File: config.mk
export PLATFORM = sky130hd
export DESIGN_NAME = reg_list_sequencer
export DESIGN_NICKNAME = d
export VERILOG_FILES = /design/src/rtl/reg_list_sequencer.sv
export SDC_FILE = /design/constraint.sdc
export NUM_CORES = 1
export LEC_CHECK = 0
export ABC_AREA = 1
export CAP_MARGIN = 20
export CORE_AREA = 2 2 64 66
export DETAILED_ROUTE_END_ITERATION = 12
export DIE_AREA = 0 0 66 68
export HOLD_SLACK_MARGIN = 0.15
export PLACE_DENSITY_LB_ADDON = 0.08
export SETUP_SLACK_MARGIN = 0.02
export SLEW_MARGIN = 20
export SYNTH_ARGS = -nofsm -noshare
export SYNTH_HDL_FRONTEND = slang
export SYNTH_SLANG_ARGS = --single-unit
File: constraint.sdc
create_clock -name clk -period 5.9 [get_ports clk]
set_input_delay 1.18 -clock clk [delete_from_list [all_inputs] [get_ports clk]]
set_output_delay 1.18 -clock clk [all_outputs]
set_load 0.05 [all_outputs]
File: src/rtl/reg_list_sequencer.sv
// Block-transfer sequencer: walks a 16-bit register bitmap lowest-first, one register per accepted memory beat.
// Optional macro REG_LIST_SEQUENCER_ABORT_EN adds an abort input that cancels a sequence in BASE or XFER.
module reg_list_sequencer #(
    parameter int WORD_BYTES = 4
) (
    input  logic        clk,
    input  logic        reset,
    input  logic        start,
    input  logic [15:0] reg_list,
    input  logic [3:0]  base_reg,
    input  logic        is_load,
    input  logic        writeback,
    input  logic        mem_ready,
`ifdef REG_LIST_SEQUENCER_ABORT_EN
    input  logic        abort,
`endif
    output logic [2:0]  mux_a_sel,
    output logic [3:0]  reg_addr,
    output logic        xfer_valid,
    output logic        rf_write,
    output logic [6:0]  addr_offset,
    output logic        busy,
    output logic        base_wb,
    output logic        done
);

    typedef enum logic [2:0] {S_IDLE, S_BASE, S_XFER, S_WB, S_DONE} state_t;

    state_t      state_q, state_d;
    logic [15:0] list_q, list_d;
    logic [3:0]  base_q, base_d;
    logic        load_q, load_d;
    logic        wb_q, wb_d;
    logic [6:0]  offset_q, offset_d;
    logic [3:0]  cur_idx;
    logic        abort_w;

`ifdef REG_LIST_SEQUENCER_ABORT_EN
    assign abort_w = abort;
`else
    assign abort_w = 1'b0;
`endif

    // Lowest set bit of the remaining list is the register on the bus.
    always_comb begin
        cur_idx = 4'd0;
        for (int i = 15; i >= 0; i--)
            if (list_q[i]) cur_idx = 4'(i);
    end

    always_ff @(posedge clk or posedge reset) begin
        if (reset) begin
            state_q  <= S_IDLE;
            list_q   <= 16'd0;
            base_q   <= 4'd0;
            load_q   <= 1'b0;
            wb_q     <= 1'b0;
            offset_q <= 7'd0;
        end else begin
            state_q  <= state_d;
            list_q   <= list_d;
            base_q   <= base_d;
            load_q   <= load_d;
            wb_q     <= wb_d;
            offset_q <= offset_d;
        end
    end

    always_comb begin
        state_d  = state_q;
        list_d   = list_q;
        base_d   = base_q;
        load_d   = load_q;
        wb_d     = wb_q;
        offset_d = offset_q;
        case (state_q)
            S_IDLE: if (start) begin
                state_d  = S_BASE;
                list_d   = reg_list;
                base_d   = base_reg;
                load_d   = is_load;
                wb_d     = writeback;
                offset_d = 7'd0;
            end
            S_BASE: begin
                if (abort_w)             state_d = S_IDLE;
                else if (list_q != 16'd0) state_d = S_XFER;
                else                     state_d = S_DONE;
            end
            S_XFER: begin
                if (abort_w) begin
                    state_d = S_IDLE;
                end else if (mem_ready) begin
                    list_d   = list_q & ~(16'd1 << cur_idx);
                    offset_d = offset_q + 7'(WORD_BYTES);
                    if (list_d == 16'd0) state_d = wb_q ? S_WB : S_DONE;
                end
            end
            S_WB:    state_d = S_DONE;
            S_DONE:  state_d = S_IDLE;
            default: state_d = S_IDLE;
        endcase
    end

    // After the last beat offset_q equals popcount*WORD_BYTES, which is what WB reports.
    always_comb begin
        mux_a_sel   = 3'd0;
        reg_addr    = 4'd0;
        xfer_valid  = 1'b0;
        rf_write    = 1'b0;
        addr_offset = offset_q;
        busy        = 1'b1;
        base_wb     = 1'b0;
        done        = 1'b0;
        case (state_q)
            S_IDLE: begin
                mux_a_sel   = 3'd1;
                addr_offset = 7'd0;
                busy        = 1'b0;
            end
            S_BASE: reg_addr = base_q;
            S_XFER: begin
                mux_a_sel  = (cur_idx == 4'd15) ? 3'd2 : 3'd3;
                reg_addr   = cur_idx;
                xfer_valid = 1'b1;
                rf_write   = load_q & mem_ready;
            end
            S_WB: begin
                reg_addr = base_q;
                base_wb  = 1'b1;
            end
            S_DONE:  done = 1'b1;
            default: ;
        endcase
    end

endmodule

==> impl_results.md <==
- Status: completed
- Synth Flop Type: dfrtp_1
- Worst hold path class: flip-flop to flip-flop
- Total CTS buffers: 5
- Final min period: 4.01 ns
- YS warnings: 0
- Gate Count Post-Synth: 277
- Vias per cell: 5.18
- Leak Pwr: 1.11 nW
- CP arrival: 2.83 ns
- CTS Buffer Depth: 2
- CTS Hold Bufs: 0
- Clk sinks: 30
- TritonCTS clock tree: yes
- Die height: 68 um
- Leading cell types by count after synthesis: 52 x nand2_1, 35 x inv_1, 30 x dfrtp_1
- Internal Dissipation: 0.685 mW
- Data required, critical path: 4.72 ns
- Nets: 344
- PD cells: 581 nW/um^2
- Die Area: 4490 sq um
- Post-CTS Repair Setup Buffers: 0
- Number of synthesized register bits: 30
- Clock root buffer: clkbuf_8
- Slowest cell on crit path: clkdlybuf4s50_1
- Pre-Repair DR Iteration Count: 4
- CTS H-Tree Depth: 2
- Most frequent cell after synthesis: nand2_1
- Tightest Pin Transition: 0.960 ns
- FF+latch area: 751 sq um
- Initial antenna violation count: 0
- Max Cap Viol: 0
- GR Overflow Total: 0
- Area of the multi-input gates: 1020 sq um
- Core Region: 3860 sq um
- Layout cells sized above 1: 0.142
- Critical Path Max Stage Delay: 0.80 ns
- Switch share: 0.532
- Overall power: 1.46 mW
- Setup violators final: 0
- Cell breakdown of the critical path: nor2_1 -> inv_1 -> nor2_2 -> buf_4 -> inv_1 -> nor2_1 -> inv_1 -> nor2_1 -> clkdlybuf4s50_1
- Crit. End Element: primary output
- Final ANT Viol Nets: 0
- Power share of the combinational group: 0.624
- Post_cts resized: 0
- Slew Limit Fails: 0
- Max VDD drop: 379 uV
- Register area share after synthesis: 0.376
- Sequential power share: 0.257
- Yosys cell types: 31
- WL per Instance: 13.1 um
- Clk Latency, worst-skew pair: 0.29 ns
- Clock slew at reported path FFs: 0.06 ns
- Vias in the first global route: 1716
- RSZ-0062 raised after global routing: false
- Async set-reset flop share out of synthesis: 1.00
- Critical path class: flip-flop to primary output
- Wirelength, routed: 4830 um
- Skew final: 0.00549 ns
- Row count: 23
- Detailed Route Iter0 Violations: 139
- Fmax: 249 MHz
- Syn_area_per_cell: 7.20 sq um
- Routability cong.: 0.881
- Fin Setup TNS: 0 ns
- First-pass GRT wire length: 7860 um
- Power share of the clock group: 0.119
- # fillers: 358
- Top Ports: 45
- Routed vias: 1906
- Post-synth EDFFs: 0
- Synth top area share: 0.376
- Die extent in x: 66 um
- Largest area contributor in the netlist: dfrtp_1
- Crit start category: flip-flop
- Worst slew margin: 0.360
- Dpl hpwl: 3520 um
- Post-Synthesis Cell Area: 1990 sq um
- Fin crit share: 0.680
- Net switching power figure: 0.778 mW
- Initial Utilization: 0.517
- Area Overhead vs Synth: 26.3%
- Largest net degree at the start of global routing: 39
- Port bufs: 41
- Hold Fails Final Rpt: 0
- Residual DRC: 0
- Crit Path Max Fanout: 30
- Area contributors post-synth: dfrtp_1 38%, nand2_1 9.8%, o21ai_0 6.8%
- N_diodes: 0
- GRT Resource Usage Total: 0.229
-- stage by stage --
step                area (sq um)  utilization  std cells  setup WS (ns)  hold slack (ns)
floorplan                   2000            -        279           2.42            0.443
global placement            2430        0.630        360           1.93            0.465
detailed placement          2430        0.630        360           1.89            0.475
CTS                         2520        0.653        368           1.88            0.491
global route                2520        0.653        368           1.64            0.517
finish                      2520        0.653        368           1.89            0.484
-- path summary, 6_finish.rpt --
check / from / to / slack (ns) / depth (start not counted)
hold / removal: base_q[1] / base_q[1] / 0.48 / 2
setup / recovery: state_q[0] / rf_write / 1.89 / 9
hold reg to reg: base_q[1] / base_q[1] / 0.48 / 2
setup reg to reg: state_q[0] / offset_q[6] / 2.68 / 12
min in group asynchronous: reset / offset_q[5] / 1.27 / 3
max in group asynchronous: reset / list_q[15] / 4.33 / 3
-- cell type report --
cell class              count  area share
clock inverters             1     0.00199
clock buffers               7      0.0343
inverters                  45      0.0670
repair buffers             43       0.169
well taps                  50      0.0248
multi-input cells         192       0.405
flip-flops and latches     30       0.298
-- power by group through the flow --
stage	combinational, mW	clock (mW)	sequential [mW]
after detailed placement	0.908	0	0.378
after CTS	0.912	0.178	0.375
after floorplan	0.707	0	0.359
final	0.913	0.175	0.376
after global placement	0.905	0	0.377
after global routing	1.01	0.187	0.386
-- layout by cell type, fill, tap and decap left out, types with 2 or more instances in the layout --
master	instances
clkbuf_8	6
a21oi_4	2
nand3_2	5
dfrtp_1	30
nor3_1	4
o21ai_1	6
clkdlybuf4s50_1	41
inv_1	35
nor2_1	25
nor2_4	2
nand2_2	9
nand2_1	52
o21ai_0	27
nor3_2	2
nand4_1	9
conb_1	3
inv_2	9
o22ai_1	8
o211ai_1	8
a21oi_1	9
buf_4	2
nor2_2	5
nand3_1	9
-- routing by layer --
layer / vias to the layer above / track usage / wire, um
met2: 53 / 0.355 / 2160
met3: 5 / 0.0493 / 257
met1: 868 / 0.320 / 2350
li1: 980 / - / -
met4: 0 / 0.0791 / 62
met5: - / 0 / 0
-- flip-flops by register name (all words and copies together), names as in the netlist --
name	flops
wb_q	1
offset_q	5
list_q	16
load_q	1
base_q	4
state_q	3
-- logic make-up (layout without fill, tap and decap cells) --
logic type	after synthesis	in the layout	synth area share
and+or+nand+nor	123	123	0.301
AOI/OAI and AO/OA	65	65	0.198
buffers and inverters	57	96	0.117
DFF	30	30	0.376
adders and majority gates	1	1	0.00627
other	1	3	0.00188
-- worst max-delay path, delay by kind of cell (launching register included) --
family | cells | cell delay (ns)
buf+inv | 5 | 1.57
flops | 1 | 0.42
simple gates | 4 | 0.54
Power figures use the tool's default switching activity.
